File: src/rtl/briscv_mem_arbiter_if.sv
// briscv_mem_arbiter_if: core-side request/response ports and the shared data-memory port
interface briscv_mem_arbiter_if #(
  parameter int NUM_PORTS    = 4,
  parameter int DATA_WIDTH   = 32,
  parameter int ADDRESS_BITS = 32
);
  logic [NUM_PORTS-1:0]                port_read;
  logic [NUM_PORTS-1:0]                port_write;
  logic [NUM_PORTS*DATA_WIDTH/8-1:0]   port_byte_en;
  logic [NUM_PORTS*ADDRESS_BITS-1:0]   port_address;
  logic [NUM_PORTS*DATA_WIDTH-1:0]     port_data;
  logic [NUM_PORTS-1:0]                port_ready;
  logic [NUM_PORTS-1:0]                port_valid;
  logic [DATA_WIDTH-1:0]               port_data_out;
  logic [ADDRESS_BITS-1:0]             port_address_out;
  logic                                mem_read;
  logic                                mem_write;
  logic [DATA_WIDTH/8-1:0]             mem_byte_en;
  logic [ADDRESS_BITS-1:0]             mem_address;
  logic [DATA_WIDTH-1:0]               mem_data;
  logic                                mem_ready;
  logic                                mem_valid;
  logic [DATA_WIDTH-1:0]               mem_data_in;
  logic [ADDRESS_BITS-1:0]             mem_address_in;
  modport master (
    output port_read, port_write, port_byte_en, port_address, port_data,
    output mem_ready, mem_valid, mem_data_in, mem_address_in,
    input  port_ready, port_valid, port_data_out, port_address_out,
    input  mem_read, mem_write, mem_byte_en, mem_address, mem_data
  );
  modport slave (
    input  port_read, port_write, port_byte_en, port_address, port_data,
    input  mem_ready, mem_valid, mem_data_in, mem_address_in,
    output port_ready, port_valid, port_data_out, port_address_out,
    output mem_read, mem_write, mem_byte_en, mem_address, mem_data
  );
endinterface

File: src/rtl/briscv_mem_arbiter.sv
// briscv_mem_arbiter: shares one data-memory port among NUM_PORTS cores, one transaction in flight
module briscv_mem_arbiter #(
  parameter int NUM_PORTS    = 4,
  parameter int DATA_WIDTH   = 32,
  parameter int ADDRESS_BITS = 32,
  parameter int ARB_MODE     = 0
) (
  input  logic                         clock,
  input  logic                         reset,
  briscv_mem_arbiter_if.slave          bus,
  output logic [$clog2(NUM_PORTS)-1:0] owner,
  output logic                         busy,
  output logic                         protocol_error
);
  localparam int OW = $clog2(NUM_PORTS);
  localparam int BW = DATA_WIDTH / 8;
  typedef enum logic [1:0] {IDLE, ISSUE, WAIT_RD} state_t;
  state_t                  state_q, state_d;
  logic [OW-1:0]           ptr_q, ptr_d, owner_q, owner_d, win, i;
  logic                    rd_q, rd_d, wr_q, wr_d, perr_q, perr_d, found;
  logic [BW-1:0]           be_q, be_d;
  logic [ADDRESS_BITS-1:0] addr_q, addr_d;
  logic [DATA_WIDTH-1:0]   data_q, data_d;
  logic [NUM_PORTS-1:0]    req, ready, valid;
  int                      start;
  // winner search: fixed priority is a round-robin scan that always starts just after the last port
  always_comb begin
    req   = bus.port_read | bus.port_write;
    start = ARB_MODE != 0 ? NUM_PORTS - 1 : int'(ptr_q);
    found = 1'b0;
    win   = '0;
    i     = '0;
    for (int k = 1; k <= NUM_PORTS; k++) begin
      i = OW'((start + k) % NUM_PORTS);
      if (!found && req[i]) begin
        found = 1'b1;
        win   = i;
      end
    end
  end
  // FSM next state, command latch and per-port strobes
  always_comb begin
    state_d = state_q;
    ptr_d   = ptr_q;
    owner_d = owner_q;
    rd_d    = rd_q;
    wr_d    = wr_q;
    be_d    = be_q;
    addr_d  = addr_q;
    data_d  = data_q;
    perr_d  = perr_q | (bus.mem_valid && state_q != WAIT_RD);
    ready   = '0;
    valid   = '0;
    case (state_q)
      IDLE: if (found) begin
        ready[win] = 1'b1;
        wr_d       = bus.port_write[win];
        rd_d       = ~bus.port_write[win];
        be_d       = bus.port_byte_en[win*BW +: BW];
        addr_d     = bus.port_address[win*ADDRESS_BITS +: ADDRESS_BITS];
        data_d     = bus.port_data[win*DATA_WIDTH +: DATA_WIDTH];
        owner_d    = win;
        ptr_d      = win;
        state_d    = ISSUE;
      end
      ISSUE: if (bus.mem_ready) begin
        rd_d    = 1'b0;
        wr_d    = 1'b0;
        state_d = rd_q ? WAIT_RD : IDLE;
      end
      WAIT_RD: begin
        valid[owner_q] = bus.mem_valid;
        state_d        = bus.mem_valid ? IDLE : WAIT_RD;
      end
      default: state_d = IDLE;
    endcase
  end
  // state registers; reset drops any command and pending response immediately
  always_ff @(posedge clock or negedge reset) begin
    if (!reset) begin
      state_q <= IDLE;
      ptr_q   <= OW'(NUM_PORTS - 1);
      owner_q <= '0;
      rd_q    <= 1'b0;
      wr_q    <= 1'b0;
      be_q    <= '0;
      addr_q  <= '0;
      data_q  <= '0;
      perr_q  <= 1'b0;
    end else begin
      state_q <= state_d;
      ptr_q   <= ptr_d;
      owner_q <= owner_d;
      rd_q    <= rd_d;
      wr_q    <= wr_d;
      be_q    <= be_d;
      addr_q  <= addr_d;
      data_q  <= data_d;
      perr_q  <= perr_d;
    end
  end
  assign bus.port_ready       = ready;
  assign bus.port_valid       = valid;
  assign bus.port_data_out    = bus.mem_data_in;
  assign bus.port_address_out = bus.mem_address_in;
  assign bus.mem_read         = rd_q;
  assign bus.mem_write        = wr_q;
  assign bus.mem_byte_en      = be_q;
  assign bus.mem_address      = addr_q;
  assign bus.mem_data         = data_q;
  assign owner                = owner_q;
  assign busy                 = state_q != IDLE;
  assign protocol_error       = perr_q;
endmodule

File: src/flat_wrapper.sv
// flat-port wrapper written by rule: the top's interface ports become plain ports
module briscv_mem_arbiter_flat 
#(
  parameter int NUM_PORTS    = 4,
  parameter int DATA_WIDTH   = 32,
  parameter int ADDRESS_BITS = 32,
  parameter int ARB_MODE     = 0
)
  (clock, reset, owner, busy, protocol_error, bus_port_read, bus_port_write, bus_port_byte_en, bus_port_address, bus_port_data, bus_mem_ready, bus_mem_valid, bus_mem_data_in, bus_mem_address_in, bus_port_ready, bus_port_valid, bus_port_data_out, bus_port_address_out, bus_mem_read, bus_mem_write, bus_mem_byte_en, bus_mem_address, bus_mem_data);
  briscv_mem_arbiter_if #(.NUM_PORTS(NUM_PORTS), .DATA_WIDTH(DATA_WIDTH), .ADDRESS_BITS(ADDRESS_BITS)) bus_i ();
  input  logic clock;
  input  logic reset;
  output logic [$clog2(NUM_PORTS)-1:0] owner;
  output logic busy;
  output logic protocol_error;
  input wire logic [$bits(bus_i.port_read)-1:0] bus_port_read;
  input wire logic [$bits(bus_i.port_write)-1:0] bus_port_write;
  input wire logic [$bits(bus_i.port_byte_en)-1:0] bus_port_byte_en;
  input wire logic [$bits(bus_i.port_address)-1:0] bus_port_address;
  input wire logic [$bits(bus_i.port_data)-1:0] bus_port_data;
  input wire logic [$bits(bus_i.mem_ready)-1:0] bus_mem_ready;
  input wire logic [$bits(bus_i.mem_valid)-1:0] bus_mem_valid;
  input wire logic [$bits(bus_i.mem_data_in)-1:0] bus_mem_data_in;
  input wire logic [$bits(bus_i.mem_address_in)-1:0] bus_mem_address_in;
  output wire logic [$bits(bus_i.port_ready)-1:0] bus_port_ready;
  output wire logic [$bits(bus_i.port_valid)-1:0] bus_port_valid;
  output wire logic [$bits(bus_i.port_data_out)-1:0] bus_port_data_out;
  output wire logic [$bits(bus_i.port_address_out)-1:0] bus_port_address_out;
  output wire logic [$bits(bus_i.mem_read)-1:0] bus_mem_read;
  output wire logic [$bits(bus_i.mem_write)-1:0] bus_mem_write;
  output wire logic [$bits(bus_i.mem_byte_en)-1:0] bus_mem_byte_en;
  output wire logic [$bits(bus_i.mem_address)-1:0] bus_mem_address;
  output wire logic [$bits(bus_i.mem_data)-1:0] bus_mem_data;
  assign bus_i.port_read = bus_port_read;
  assign bus_i.port_write = bus_port_write;
  assign bus_i.port_byte_en = bus_port_byte_en;
  assign bus_i.port_address = bus_port_address;
  assign bus_i.port_data = bus_port_data;
  assign bus_i.mem_ready = bus_mem_ready;
  assign bus_i.mem_valid = bus_mem_valid;
  assign bus_i.mem_data_in = bus_mem_data_in;
  assign bus_i.mem_address_in = bus_mem_address_in;
  assign bus_port_ready = bus_i.port_ready;
  assign bus_port_valid = bus_i.port_valid;
  assign bus_port_data_out = bus_i.port_data_out;
  assign bus_port_address_out = bus_i.port_address_out;
  assign bus_mem_read = bus_i.mem_read;
  assign bus_mem_write = bus_i.mem_write;
  assign bus_mem_byte_en = bus_i.mem_byte_en;
  assign bus_mem_address = bus_i.mem_address;
  assign bus_mem_data = bus_i.mem_data;
  briscv_mem_arbiter #(.NUM_PORTS(NUM_PORTS), .DATA_WIDTH(DATA_WIDTH), .ADDRESS_BITS(ADDRESS_BITS), .ARB_MODE(ARB_MODE)) u_core (.clock(clock), .reset(reset), .bus(bus_i), .owner(owner), .busy(busy), .protocol_error(protocol_error));
endmodule
File: config.mk
export PLATFORM = sky130hd
export DESIGN_NAME = briscv_mem_arbiter_flat
export DESIGN_NICKNAME = d
export VERILOG_FILES = /design/src/rtl/briscv_mem_arbiter_if.sv /design/src/rtl/briscv_mem_arbiter.sv /design/src/flat_wrapper.sv
export SDC_FILE = /design/constraint.sdc
export NUM_CORES = 1
export LEC_CHECK = 0
export CORE_AREA = 4 4 190 192
export CTS_CLUSTER_SIZE = 25
export DETAILED_ROUTE_END_ITERATION = 8
export DIE_AREA = 0 0 194 196
export GPL_TIMING_DRIVEN = 0
export PLACE_DENSITY = 0.46
export SLEW_MARGIN = 20
export SYNTH_ARGS = -nofsm -noshare
export SYNTH_HDL_FRONTEND = slang
export SYNTH_SLANG_ARGS = --single-unit
File: constraint.sdc
create_clock -name clock -period 2.09 [get_ports clock]
set_input_delay 0.3135 -clock clock [delete_from_list [all_inputs] [get_ports clock]]
set_output_delay 0.3135 -clock clock [all_outputs]
set_load 0.05 [all_outputs]
==> metrics.log, run 1 <==
INFO  metric worst_hold_path_type = flop to flop
INFO  metric globalRouteTotalUtil = 15.00%
INFO  metric worst-setup-path-type = flop to output pin
INFO  metric cp_top_family = flip-flops
INFO  metric floorplan.initialDensity = 15.36%
INFO  metric tightest_slew = 0.7674 ns
INFO  metric pin_count_of_the_biggest_net_entering_global_routing = 44
INFO  metric yosys-top-cells-area = sky130_fd_sc_hd__dfrtp_1 36%, sky130_fd_sc_hd__mux2i_1 26%, sky130_fd_sc_hd__a21o_1 9.8%, sky130_fd_sc_hd__buf_4 9.5%, sky130_fd_sc_hd__o22ai_1 8.1%
INFO  metric drt.antenna.violating_nets = 0
INFO  metric fp.dieArea = 0.03802 mm²
INFO  metric layout-drive-gt1-share = 23.32%
INFO  metric yosysTopAreaCellShare = 35.54%
INFO  metric power.ir.vdd_worst = 0.6193 mV
INFO  metric synthCells = 508
INFO  metric placed_instance_area = 0.01023 mm²
INFO  metric timing.final.setup_violations = 74
INFO  metric finalInstanceArea = 0.01190 mm²
INFO  metric timing.hold.worst.start = u_core.bus.mem_data[31]$_DFFE_PN0P_
INFO  metric clk_root_buffer_cell = sky130_fd_sc_hd__clkbuf_16
INFO  metric design.portCount = 494
INFO  metric max_stage_delay_on_crit_path = 0.55 ns
INFO  metric timing.critical_path.from_type = flop
INFO  metric r2r.worst_path.cells = 9
INFO  metric synthArstFlopShare = 100.0%
INFO  metric final_min_period_over_clock_period = 113.2%
INFO  metric skew = 0.01057 ns
INFO  metric design.core.area = 0.03437 mm²
INFO  metric areaGrowthSynthToFinish = 125.3%
INFO  metric yosysSeqAreaShare = 36.53%
INFO  metric worstSetupStartpoint = u_core.ptr_q[1]$_DFFE_PN1P_
INFO  metric clock_sink_count = 77
INFO  metric detail_route.iter0.violations = 130
INFO  metric route.detailed.wl_per_inst = 20.88 µm
INFO  metric number_of_synthesized_flops_with_an_enable_pin = 0
INFO  metric maxSlewViolCount = 0
INFO  metric synthFlopType = sky130_fd_sc_hd__dfrtp_1
INFO  metric fill_cells = 3545
INFO  metric die_w = 194 µm
INFO  metric power_density_over_the_cells = 1471 mW/mm²
INFO  metric worstSkewPairLatency = 0.34 ns
INFO  metric dp_hpwl = 23370 µm
INFO  metric global_route_wire_length_before_repair = 43140 µm
INFO  metric port_buffers = 429
INFO  metric floorplan.rows = 68
INFO  metric status = finished with violations
INFO  metric post_synth_instance_area = 0.005281 mm²
INFO  metric dr.pass1.iters = 4
INFO  metric fin_worst_hold_slack = 0.4733 ns
INFO  metric via_count_of_the_first_global_routing_pass = 6474
INFO  metric crit_path_frequent_cell = sky130_fd_sc_hd__buf_6
INFO  metric cts_tree = built
INFO  metric timing.slew.headroom = 48.84%
INFO  metric total_leakage_power = 5.328 nW
INFO  metric netlist-cell-type-count = 36
INFO  metric crit_slowest_cell = sky130_fd_sc_hd__dfstp_2
INFO  metric cts_buffers = 9
INFO  metric cap_violations = 0
INFO  metric r2r_slack = -0.19 ns
INFO  metric setup.worst_path.end = bus_port_ready[1]
INFO  metric finish.net_count = 1339
INFO  metric detailroute.via_count = 5914
INFO  metric synth-seq-cells = 77
INFO  metric critical_path.reg2reg.startpoint = u_core.ptr_q[1]$_DFFE_PN1P_
INFO  metric chipHeight = 196 µm
INFO  metric unrepaired_setup_endpoints_after_global_routing = true
INFO  metric crit_arrival = 2.05 ns
INFO  metric synth_warnings = 0
INFO  metric antenna_found_initial = 0
INFO  metric violations = negative setup slack
INFO  metric path_depth = 6
INFO  metric final_period_minus_worst_setup_slack = 2.366 ns
INFO  metric gp_congestion = 0.8035
INFO  metric finalCoreUtilization = 34.61%
INFO  metric remaining_overflow_grt = 0
INFO  metric preCtsSetupSlack = -1.586 ns
INFO  metric path_cells = or3b_1, a31o_1, buf_6, clkbuf_16, and3_4, buf_6
INFO  metric n_antenna_cell = 0
INFO  metric worst_ep_required_time = 1.78 ns
INFO  metric clkSlewWorstSetupHoldPaths = 0.06 ns
INFO  metric finalPower = 0.01750 W
INFO  metric critPathBufInv = 3
INFO  metric path_max_fanout = 6
INFO  metric viasPerCell = 4.079
INFO  metric yosysTopAreaCell = sky130_fd_sc_hd__dfrtp_1
INFO  metric crit_path_end_kind = output pin
INFO  metric syn_avg_cell_area = 10.40 µm²
INFO  metric drc = 0
INFO  metric cts_max_level = 3
INFO  metric reg_to_reg_critical_path_endpoint = u_core.bus.mem_address[23]$_DFFE_PN0P_
INFO  metric cts.path.max_buffers = 2
INFO  metric achievable-frequency = 422.6 MHz
INFO  metric finalHoldViolations = 0
INFO  metric synthesis.nets = 856
INFO  metric fin_ws = -0.2764 ns
INFO  metric wl_final = 30280 µm
-- placed cells by master (no fill, tap or decap), types with 2 or more instances in the layout --
master	instances
sky130_fd_sc_hd__clkinvlp_4	3
sky130_fd_sc_hd__buf_4	84
sky130_fd_sc_hd__clkbuf_1	6
sky130_fd_sc_hd__nor2b_1	2
sky130_fd_sc_hd__clkbuf_4	3
sky130_fd_sc_hd__clkdlybuf4s50_1	412
sky130_fd_sc_hd__dfrtp_1	73
sky130_fd_sc_hd__a21o_1	69
sky130_fd_sc_hd__o22ai_4	3
sky130_fd_sc_hd__dfrtp_2	2
sky130_fd_sc_hd__clkbuf_16	12
sky130_fd_sc_hd__buf_8	5
sky130_fd_sc_hd__dlymetal6s2s_1	3
sky130_fd_sc_hd__dfstp_2	2
sky130_fd_sc_hd__and3_4	2
sky130_fd_sc_hd__inv_1	2
sky130_fd_sc_hd__nor3_4	2
sky130_fd_sc_hd__buf_12	17
sky130_fd_sc_hd__nor3b_1	2
sky130_fd_sc_hd__o22ai_2	19
sky130_fd_sc_hd__nor2_1	4
sky130_fd_sc_hd__o21a_1	2
sky130_fd_sc_hd__or2_4	2
sky130_fd_sc_hd__nand2_1	7
sky130_fd_sc_hd__buf_16	12
sky130_fd_sc_hd__mux2i_2	10
sky130_fd_sc_hd__o21ai_0	3
sky130_fd_sc_hd__buf_2	3
sky130_fd_sc_hd__mux2i_4	16
sky130_fd_sc_hd__mux2i_1	111
sky130_fd_sc_hd__clkbuf_8	2
sky130_fd_sc_hd__buf_6	17
sky130_fd_sc_hd__dlygate4sd2_1	5
sky130_fd_sc_hd__o22ai_1	46
sky130_fd_sc_hd__a211oi_2	2
sky130_fd_sc_hd__nor2_2	3
-- Yosys cell counts, types with 2 or more instances --
library cell,instances
sky130_fd_sc_hd__mux2i_1,137
sky130_fd_sc_hd__dfrtp_1,75
sky130_fd_sc_hd__a21o_1,69
sky130_fd_sc_hd__o22ai_1,68
sky130_fd_sc_hd__buf_4,67
sky130_fd_sc_hd__clkbuf_1,15
sky130_fd_sc_hd__buf_2,13
sky130_fd_sc_hd__nand2_1,8
sky130_fd_sc_hd__buf_6,7
sky130_fd_sc_hd__nor2_1,7
sky130_fd_sc_hd__nor3_1,4
sky130_fd_sc_hd__and3_1,3
sky130_fd_sc_hd__o21ai_0,3
sky130_fd_sc_hd__a211oi_2,2
sky130_fd_sc_hd__dfstp_2,2
sky130_fd_sc_hd__inv_1,2
sky130_fd_sc_hd__nand2b_1,2
sky130_fd_sc_hd__nor2b_1,2
sky130_fd_sc_hd__nor3b_1,2
sky130_fd_sc_hd__nor4_1,2
sky130_fd_sc_hd__o21a_1,2
sky130_fd_sc_hd__or2_2,2
-- power by group --
group	switching, W	total [W]	internal, W	leakage, nW
registers	0.000449	0.00269	0.00224	0.940
clock network	0.000736	0.00169	0.000957	0.137
logic	0.00694	0.0131	0.00618	4.25
total	0.00813	0.0175	0.00938	5.33
-- cell type report --
class                   instances  area [µm²]  area share, %
repair buffers                473        4972          41.80
multi-input cells             326        3129          26.30
flip-flops and latches         77        1932          16.24
plain buffers                 102       985.9          8.288
well taps                     455       569.3          4.785
clock buffers                  10       239.0          2.009
clock inverters                 5       61.31         0.5154
inverters                       2       7.507        0.06310
-- sequential cells by signal (all words and copies together), names as in the netlist --
register and flops:
u_core.bus.mem_address 32, u_core.bus.mem_data 32, u_core.bus.mem_byte_en 4, u_core.owner 2, u_core.ptr_q 2, u_core.state_q 2
u_core.bus.mem_read 1, u_core.bus.mem_write 1, u_core.protocol_error 1
-- worst min-delay path by stage --
stage,endpoint,cells after the start,slack [ns]
after floorplan,u_core.bus.mem_address[0]$_DFFE_PN0P_,0,0.02
after global placement,u_core.protocol_error$_DFF_PN0_,1,0.44
after detailed placement,u_core.protocol_error$_DFF_PN0_,1,0.33
after CTS,u_core.protocol_error$_DFF_PN0_,2,0.48
after global routing,u_core.bus.mem_data[28]$_DFFE_PN0P_,1,0.49
final,u_core.bus.mem_data[31]$_DFFE_PN0P_,1,0.47
-- through the flow --
step	TNS, ns	instances
global placement	-275.12	1392
floorplan	-0.2753	508
CTS	-12.72	1445
finish	-9.164	1450
global route	-16.98	1450
detailed placement	-86.22	1393
-- layer usage --
| metal | vias up | wire (µm) | global-route usage, % |
|---|---|---|---|
| met5 | - | 0 | 0 |
| met4 | 0 | 416 | 3.281 |
| met3 | 20 | 2091 | 3.709 |
| met2 | 279 | 15620 | 27.37 |
| met1 | 2802 | 12150 | 17.85 |
| li1 | 2813 | - | - |
-- timing repair --
| action | in CTS | in global routing |
|---|---|---|
| endpoints found under the setup margin | 81 | 78 |
| hold buffers | 1 | 0 |
| setup buffers | 27 | 4 |
| cloned | 9 | 2 |
| gates resized for setup | 183 | 53 |
| hold endpoints to repair | 34 | 0 |
| pin swaps | 55 | 11 |
-- logic make-up after synthesis --
family / synth area share (%)
compound gates: 20.28
mux: 25.97
buf+inv: 13.53
flops: 36.53
simple gates: 3.696
No activity file was read; power rests on OpenSTA's default activity.
==> inputs of run 2 (changes only) <==
--- a/config.mk
+++ b/config.mk
@@ -9,7 +9,6 @@
 export CTS_CLUSTER_SIZE = 25
 export DETAILED_ROUTE_END_ITERATION = 8
 export DIE_AREA = 0 0 194 196
-export GPL_TIMING_DRIVEN = 0
 export PLACE_DENSITY = 0.46
 export SLEW_MARGIN = 20
 export SYNTH_ARGS = -nofsm -noshare
==> run 2 against run 1 <==
Against the previous run: the flow still finishes with violations (negative setup slack); clock skew rose by 0.00096 ns; routed wire length fell by 15%; total power down 12%; sequential share of layout area up 2.5 points; global-route usage down 2.6 points; cell area shrank 14%; first-iteration DRC count increased by 6.2%; setup slack gained 0.082 ns; non-clock buffer count decreased by 133; hold slack worse by 0.47 ns; largest power group unchanged.
==> metrics.log, run 2 (same netlist as run 1, synthesis figures left out) <==
INFO  metric cts_hold_buffers = 0 (was 1)
INFO  metric finalInstanceArea = 0.01028 mm² (was 0.01190 mm²)
INFO  metric timing.final.setup_violations = 73 (was 74)
INFO  metric pwr-share-seq = 17.4% (was 15.4%)
INFO  metric power.ir.vdd_worst = 0.6432 mV (was 0.6193 mV)
INFO  metric cts.path.max_buffers = 2 (unchanged)
INFO  metric r2r.worst_path.cells = 8 (was 9)
INFO  metric worstSkewPairLatency = 0.35 ns (was 0.34 ns)
INFO  metric pin_count_of_the_biggest_net_entering_global_routing = 78 (was 44)
INFO  metric power_density_over_the_cells = 1504 mW/mm² (was 1471 mW/mm²)
INFO  metric worstSetupStartpoint = u_core.ptr_q[1]$_DFFE_PN1P_ (unchanged)
INFO  metric switching_share = 45.92% (was 46.43%)
INFO  metric route.detailed.wl_per_inst = 19.57 µm (was 20.88 µm)
INFO  metric floorplan.rows = 68 (unchanged)
INFO  metric final_cell_mix = 348 x sky130_fd_sc_hd__clkdlybuf4s50_1, 126 x sky130_fd_sc_hd__mux2i_1, 75 x sky130_fd_sc_hd__dfrtp_1, 69 x sky130_fd_sc_hd__a21o_1, 68 x sky130_fd_sc_hd__o22ai_1 (was 412 x sky130_fd_sc_hd__clkdlybuf4s50_1, 111 x sky130_fd_sc_hd__mux2i_1, 84 x sky130_fd_sc_hd__buf_4, 73 x sky130_fd_sc_hd__dfrtp_1, 69 x sky130_fd_sc_hd__a21o_1)
INFO  metric final_min_period_over_clock_period = 109.3% (was 113.2%)
INFO  metric remaining_overflow_grt = 0 (unchanged)
INFO  metric reg_to_reg_critical_path_endpoint = u_core.bus.mem_address[19]$_DFFE_PN0P_ (was u_core.bus.mem_address[23]$_DFFE_PN0P_)
INFO  metric fin_ws = -0.1948 ns (was -0.2764 ns)
INFO  metric violations = negative setup slack (unchanged)
INFO  metric path_cells = or3b_1, a31o_4, buf_12, and3_4, buf_12 (was or3b_1, a31o_1, buf_6, clkbuf_16, and3_4, buf_6)
INFO  metric cts_buffers = 9 (unchanged)
INFO  metric pwr-share-clk = 10.8% (was 9.7%)
INFO  metric worst_ep_required_time = 1.78 ns (about the same)
INFO  metric layout.cells.most_common = sky130_fd_sc_hd__clkdlybuf4s50_1 (unchanged)
INFO  metric cts_max_level = 3 (unchanged)
INFO  metric share_comb_of_total_power = 71.7% (was 75.0%)
INFO  metric via_count_of_the_first_global_routing_pass = 5871 (was 6474)
INFO  metric fp.dieArea = 0.03802 mm² (unchanged)
INFO  metric unrepaired_setup_endpoints_after_global_routing = true (unchanged)
INFO  metric total_leakage_power = 4.683 nW (was 5.328 nW)
INFO  metric areaGrowthSynthToFinish = 94.72% (was 125.3%)
INFO  metric clkSlewWorstSetupHoldPaths = 0.07 ns (was 0.06 ns)
INFO  metric crit_slowest_cell = sky130_fd_sc_hd__dfstp_2 (unchanged)
INFO  metric critical_path.reg2reg.startpoint = u_core.ptr_q[1]$_DFFE_PN1P_ (unchanged)
INFO  metric status = finished with violations (unchanged)
INFO  metric dr.pass1.iters = 4 (unchanged)
INFO  metric die_w = 194 µm (unchanged)
INFO  metric wl_final = 25800 µm (was 30280 µm)
INFO  metric gp_congestion = 0.8090 (was 0.8035)
INFO  metric design.portCount = 494 (unchanged)
INFO  metric final_period_minus_worst_setup_slack = 2.285 ns (was 2.366 ns)
INFO  metric path_max_fanout = 4 (was 6)
INFO  metric design.core.area = 0.03437 mm² (unchanged)
INFO  metric post_layout_nonfiller_instances = 1318 (was 1450)
INFO  metric placed_instance_area = 0.009504 mm² (was 0.01023 mm²)
INFO  metric floorplan.initialDensity = 15.36% (unchanged)
INFO  metric finalPower = 0.01546 W (was 0.01750 W)
INFO  metric crit_arrival = 1.97 ns (was 2.05 ns)
INFO  metric multi_input_area = 0.002825 mm² (was 0.003129 mm²)
INFO  metric layout-drive-gt1-share = 16.11% (was 23.32%)
INFO  metric port_buffers = 365 (was 429)
INFO  metric drt.antenna.violating_nets = 0 (unchanged)
INFO  metric antenna_found_initial = 1 (was 0)
INFO  metric layout.area.seq = 0.001929 mm² (was 0.001932 mm²)
INFO  metric timing.critical_path.from_type = flop (unchanged)
INFO  metric max_stage_delay_on_crit_path = 0.53 ns (was 0.55 ns)
INFO  metric finalHoldViolations = 0 (unchanged)
INFO  metric cts_tree = built (unchanged)
INFO  metric detailroute.via_count = 5413 (was 5914)
INFO  metric post-place-cells = 1286 (was 1393)
INFO  metric detail_route.iter0.violations = 138 (was 130)
INFO  metric crit_path_end_kind = output pin (unchanged)
INFO  metric finish.net_count = 1206 (was 1339)
INFO  metric globalRouteTotalUtil = 12.41% (was 15.00%)
INFO  metric drc = 0 (unchanged)
INFO  metric worst_hold_path_type = input port to asynchronous set/reset pin (was flop to flop)
INFO  metric clk_root_buffer_cell = sky130_fd_sc_hd__clkbuf_16 (unchanged)
INFO  metric chipHeight = 196 µm (unchanged)
INFO  metric timing.slew.headroom = 61.80% (was 48.84%)
INFO  metric r2r_slack = -0.16 ns (was -0.19 ns)
INFO  metric viasPerCell = 4.107 (was 4.079)
INFO  metric cap_violations = 0 (unchanged)
INFO  metric worst-setup-path-type = flop to output pin (unchanged)
INFO  metric dp_hpwl = 19230 µm (was 23370 µm)
INFO  metric n_antenna_cell = 0 (unchanged)
INFO  metric achievable-frequency = 437.7 MHz (was 422.6 MHz)
INFO  metric fill_cells = 3579 (was 3545)
INFO  metric tightest_slew = 0.5712 ns (was 0.7674 ns)
INFO  metric crit_path_frequent_cell = sky130_fd_sc_hd__buf_12 (was sky130_fd_sc_hd__buf_6)
INFO  metric netSwitchingPower = 0.007101 W (was 0.008125 W)
INFO  metric clock_sink_count = 77 (unchanged)
INFO  metric cp_top_family = flip-flops (unchanged)
INFO  metric finalCoreUtilization = 29.92% (was 34.61%)
INFO  metric power.internal = 0.008363 W (was 0.009376 W)
INFO  metric maxSlewViolCount = 0 (unchanged)
INFO  metric skew = 0.01153 ns (was 0.01057 ns)
INFO  metric critPathBufInv = 2 (was 3)
INFO  metric global_route_wire_length_before_repair = 36250 µm (was 43140 µm)
## run 2: cell count changes in the layout (fill, tap and decap cells not counted), sizes merged
cell / delta
buf: -53
clkdlybuf4s15: -1
dlygate4sd3: -1
clkdlybuf4s18: -1
dlymetal6s2s: -2
dlygate4sd2: -1
clkbuf: -8
clkdlybuf4s50: -64
clkinv: +1
clkinvlp: -2
## run 2: cell type report
cell class | count | area share, %
Clock buffer | 12 | 2.494
Sequential cell | 77 | 18.76
Clock inverter | 4 | 0.4623
Inverter | 2 | 0.07300
Multi-Input combinational cell | 326 | 27.47
Tap cell | 455 | 5.536
Timing Repair Buffer | 442 | 45.20
## run 2: routing by layer
metal	GRT usage (%)	wire (µm)	vias to the layer above
li1	-	-	2541
met1	14.04	10100	2572
met2	21.14	12600	224
met3	3.778	1847	76
met4	6.458	1243	0
met5	0	0	-
## run 2: what timing repair did
item                       4_1_cts  5_1_grt
gates resized for setup         34       19
pin swaps                       18        4
setup buffers                    6        4
setup endpoints to repair       44       76
cloned                           2        6
## run 2: power groups by stage
stage / sequential (W) / clock [W] / combinational (W)
after CTS: 0.00270 / 0.00177 / 0.0108
final: 0.00270 / 0.00167 / 0.0111
after floorplan: 0.00499 / 0 / 0.00435
after global placement: 0.00271 / 0 / 0.0103
after detailed placement: 0.00271 / 0 / 0.0103
after global routing: 0.00279 / 0.00183 / 0.0117
## run 2: metrics by stage
step                      hold slack (ns)  TNS (ns)  worst slack, ns
after floorplan                   0.01791   -0.2753          -0.1128
after global placement             0.3939    -27.83          -0.4579
after CTS                        0.009862    -8.532          -0.2170
final                            0.003466    -6.943          -0.1948
after global routing              0.03259    -13.61          -0.2627
after detailed placement           0.3994    -28.09          -0.4432
## run 2: worst max-delay path by stage
| stage | endpoint | slack [ns] | depth (start not counted) |
|---|---|---|---|
| after floorplan | bus_port_valid[1] | -0.11 | 1 |
| after global placement | u_core.bus.mem_address[2]$_DFFE_PN0P_ | -0.46 | 9 |
| after detailed placement | u_core.bus.mem_address[2]$_DFFE_PN0P_ | -0.44 | 9 |
| after CTS | bus_port_ready[1] | -0.22 | 5 |
| after global routing | bus_port_ready[2] | -0.26 | 6 |
| final | bus_port_ready[0] | -0.19 | 5 |
==> inputs of run 3 (changes only) <==
--- a/config.mk
+++ b/config.mk
@@ -9,6 +9,7 @@
 export CTS_CLUSTER_SIZE = 25
 export DETAILED_ROUTE_END_ITERATION = 8
 export DIE_AREA = 0 0 194 196
+export MAX_ROUTING_LAYER = met4
 export PLACE_DENSITY = 0.46
 export SLEW_MARGIN = 20
 export SYNTH_ARGS = -nofsm -noshare
==> run 3 against run 2 <==
Against the previous run: the run ends with negative hold slack, negative setup slack left; fmax hardly changed; cell count hardly changed; sequential cell count stayed put; hold slack worse by 0.0041 ns; global-route usage is 0.37 points higher; sequential power hardly changed; via count is 0.24% lower; routed wire length is 0.13% higher; clock-buffer cell count stayed put; clock skew is 0.00057 ns lower; critical endpoint unchanged; largest power group unchanged.
==> metrics.log, run 3 (same netlist as run 1, synthesis figures left out) <==
INFO  metric status = finished with violations (unchanged)
INFO  metric violations = negative hold slack, negative setup slack (was negative setup slack)
INFO  metric tightest_slew = 0.5712 ns (about the same)
INFO  metric worst-setup-path-type = flop to output pin (unchanged)
INFO  metric areaGrowthSynthToFinish = 94.76% (was 94.72%)
INFO  metric drc = 0 (unchanged)
INFO  metric maxSlewViolCount = 0 (unchanged)
INFO  metric fin_ws = -0.1958 ns (was -0.1948 ns)
INFO  metric dr.pass1.iters = 4 (unchanged)
INFO  metric port_buffers = 365 (unchanged)
INFO  metric skew = 0.01096 ns (was 0.01153 ns)
INFO  metric floorplan.initialDensity = 15.36% (unchanged)
INFO  metric final_cell_mix = 348 x sky130_fd_sc_hd__clkdlybuf4s50_1, 126 x sky130_fd_sc_hd__mux2i_1, 75 x sky130_fd_sc_hd__dfrtp_1, 69 x sky130_fd_sc_hd__a21o_1, 68 x sky130_fd_sc_hd__o22ai_1 (unchanged)
INFO  metric final_period_minus_worst_setup_slack = 2.286 ns (was 2.285 ns)
INFO  metric unrepaired_setup_endpoints_after_global_routing = true (unchanged)
INFO  metric final_min_period_over_clock_period = 109.4% (was 109.3%)
INFO  metric clk_root_buffer_cell = sky130_fd_sc_hd__clkbuf_16 (unchanged)
INFO  metric path_max_fanout = 4 (unchanged)
INFO  metric crit_path_end_kind = output pin (unchanged)
INFO  metric cts_buffers = 9 (unchanged)
INFO  metric gp_congestion = 0.8209 (was 0.8090)
INFO  metric worst_hold_path_type = input port to asynchronous set/reset pin (unchanged)
INFO  metric detailroute.via_count = 5400 (was 5413)
INFO  metric die_w = 194 µm (unchanged)
INFO  metric clock_sink_count = 77 (unchanged)
INFO  metric route.detailed.wl_per_inst = 19.58 µm (was 19.57 µm)
INFO  metric via_count_of_the_first_global_routing_pass = 5878 (was 5871)
INFO  metric viasPerCell = 4.094 (was 4.107)
INFO  metric design.portCount = 494 (unchanged)
INFO  metric antenna_found_initial = 1 (unchanged)
INFO  metric total_leakage_power = 4.683 nW (about the same)
INFO  metric chipHeight = 196 µm (unchanged)
INFO  metric finish.net_count = 1206 (unchanged)
INFO  metric cts_tree = built (unchanged)
INFO  metric cap_violations = 0 (unchanged)
INFO  metric cts_hold_buffers = 0 (unchanged)
INFO  metric global_route_wire_length_before_repair = 36240 µm (was 36250 µm)
INFO  metric worst_ep_required_time = 1.78 ns (about the same)
INFO  metric fill_cells = 3579 (unchanged)
INFO  metric timing.critical_path.from_type = flop (unchanged)
INFO  metric power_density_over_the_cells = 1505 mW/mm² (was 1504 mW/mm²)
INFO  metric achievable-frequency = 437.5 MHz (was 437.7 MHz)
INFO  metric crit_arrival = 1.97 ns (about the same)
INFO  metric layout.cells.most_common = sky130_fd_sc_hd__clkdlybuf4s50_1 (unchanged)
INFO  metric timing.slew.headroom = 61.80% (unchanged)
INFO  metric floorplan.rows = 68 (unchanged)
INFO  metric drt.antenna.violating_nets = 0 (unchanged)
INFO  metric detail_route.iter0.violations = 131 (was 138)
INFO  metric design.core.area = 0.03437 mm² (unchanged)
INFO  metric clkSlewWorstSetupHoldPaths = 0.07 ns (about the same)
INFO  metric finalHoldViolations = 2 (was 0)
INFO  metric wl_final = 25830 µm (was 25800 µm)
INFO  metric timing.final.setup_violations = 73 (unchanged)
INFO  metric layout-drive-gt1-share = 16.11% (unchanged)
INFO  metric finalCoreUtilization = 29.93% (was 29.92%)
INFO  metric fin_worst_hold_slack = -0.0006518 ns (was 0.003466 ns)
INFO  metric power.ir.vdd_worst = 0.6421 mV (was 0.6432 mV)
INFO  metric final.setup.tns = -6.923 ns (was -6.943 ns)
INFO  metric pin_count_of_the_biggest_net_entering_global_routing = 78 (unchanged)
INFO  metric cts.path.max_buffers = 2 (unchanged)
INFO  metric fp.dieArea = 0.03802 mm² (unchanged)
INFO  metric remaining_overflow_grt = 0 (unchanged)
INFO  metric dp_hpwl = 19230 µm (unchanged)
INFO  metric cts_max_level = 3 (unchanged)
INFO  metric worstSkewPairLatency = 0.35 ns (about the same)
INFO  metric globalRouteTotalUtil = 12.78% (was 12.41%)
## run 3: changes by cell type in the layout (fill, tap and decap cells not counted), sizes merged
cell,change
diode,+1
## run 3: area by class of cell
class                   instances  area (µm²)  share of cell area, %
diodes                          1       2.502                0.02433
clock buffers                  12       256.5                  2.494
clock inverters                 4       47.55                 0.4622
inverters                       2       7.507                0.07298
multi-input cells             326        2825                  27.47
flip-flops and latches         77        1929                  18.76
well taps                     455       569.3                  5.535
repair buffers                442        4648                  45.19
## run 3: power by group
group          internal [W]  leakage, nW  switching [W]
clock network      0.000989        0.149       0.000693
logic               0.00514         3.59        0.00596
registers           0.00224        0.942       0.000456
## run 3: path summary, 6_finish.rpt
| kind | start | to | slack, ns | depth (start not counted) |
|---|---|---|---|---|
| max in group asynchronous | reset | u_core.bus.mem_address[12]$_DFFE_PN0P_ | 1.71 | 2 |
| setup / recovery | u_core.ptr_q[1]$_DFFE_PN1P_ | bus_port_ready[0] | -0.20 | 5 |
| min in group clock | u_core.protocol_error$_DFF_PN0_ | u_core.protocol_error$_DFF_PN0_ | 0.46 | 1 |
| hold reg to reg | u_core.protocol_error$_DFF_PN0_ | u_core.protocol_error$_DFF_PN0_ | 0.46 | 1 |
| setup reg to reg | u_core.ptr_q[1]$_DFFE_PN1P_ | u_core.bus.mem_address[19]$_DFFE_PN0P_ | -0.16 | 8 |
| hold / removal | reset | u_core.bus.mem_write$_DFFE_PN0P_ | -0.0007 | 2 |
## run 3: layer usage
layer	up-vias	global-route usage (%)	part of all wire [%]
li1	2546	-	-
met1	2550	14.21	40
met2	227	21.17	49
met3	77	3.503	6.7
met4	0	6.458	4.7
met5	-	-	0
## run 3: what timing repair did
| item | in CTS | in global routing |
|---|---|---|
| setup endpoints to repair | 44 | 76 |
| resized for setup | 34 | 19 |
| gates cloned | 2 | 6 |
| setup buffers | 6 | 4 |
| pin swaps | 18 | 4 |
## run 3: critical path, cell delays in order, from the launching register on
cell,delay (ns)
sky130_fd_sc_hd__dfstp_2,0.53
sky130_fd_sc_hd__or3b_1,0.36
sky130_fd_sc_hd__a31o_4,0.28
sky130_fd_sc_hd__buf_12,0.14
sky130_fd_sc_hd__and3_4,0.17
sky130_fd_sc_hd__buf_12,0.14
## run 3: per-stage QoR
step                      hold WS (ns)  area [µm²]  total power [W]  setup slack (ns)  cells
after detailed placement        0.3994        9504          0.01304           -0.4432   1286
after CTS                     0.009862       10020          0.01526           -0.2170   1309
after global routing           0.03104       10290          0.01634           -0.2627   1319
after global placement          0.3939        9504          0.01301           -0.4579   1286
after floorplan                0.01791        5344         0.009338           -0.1128    508
final                       -0.0006518       10290          0.01548           -0.1958   1319
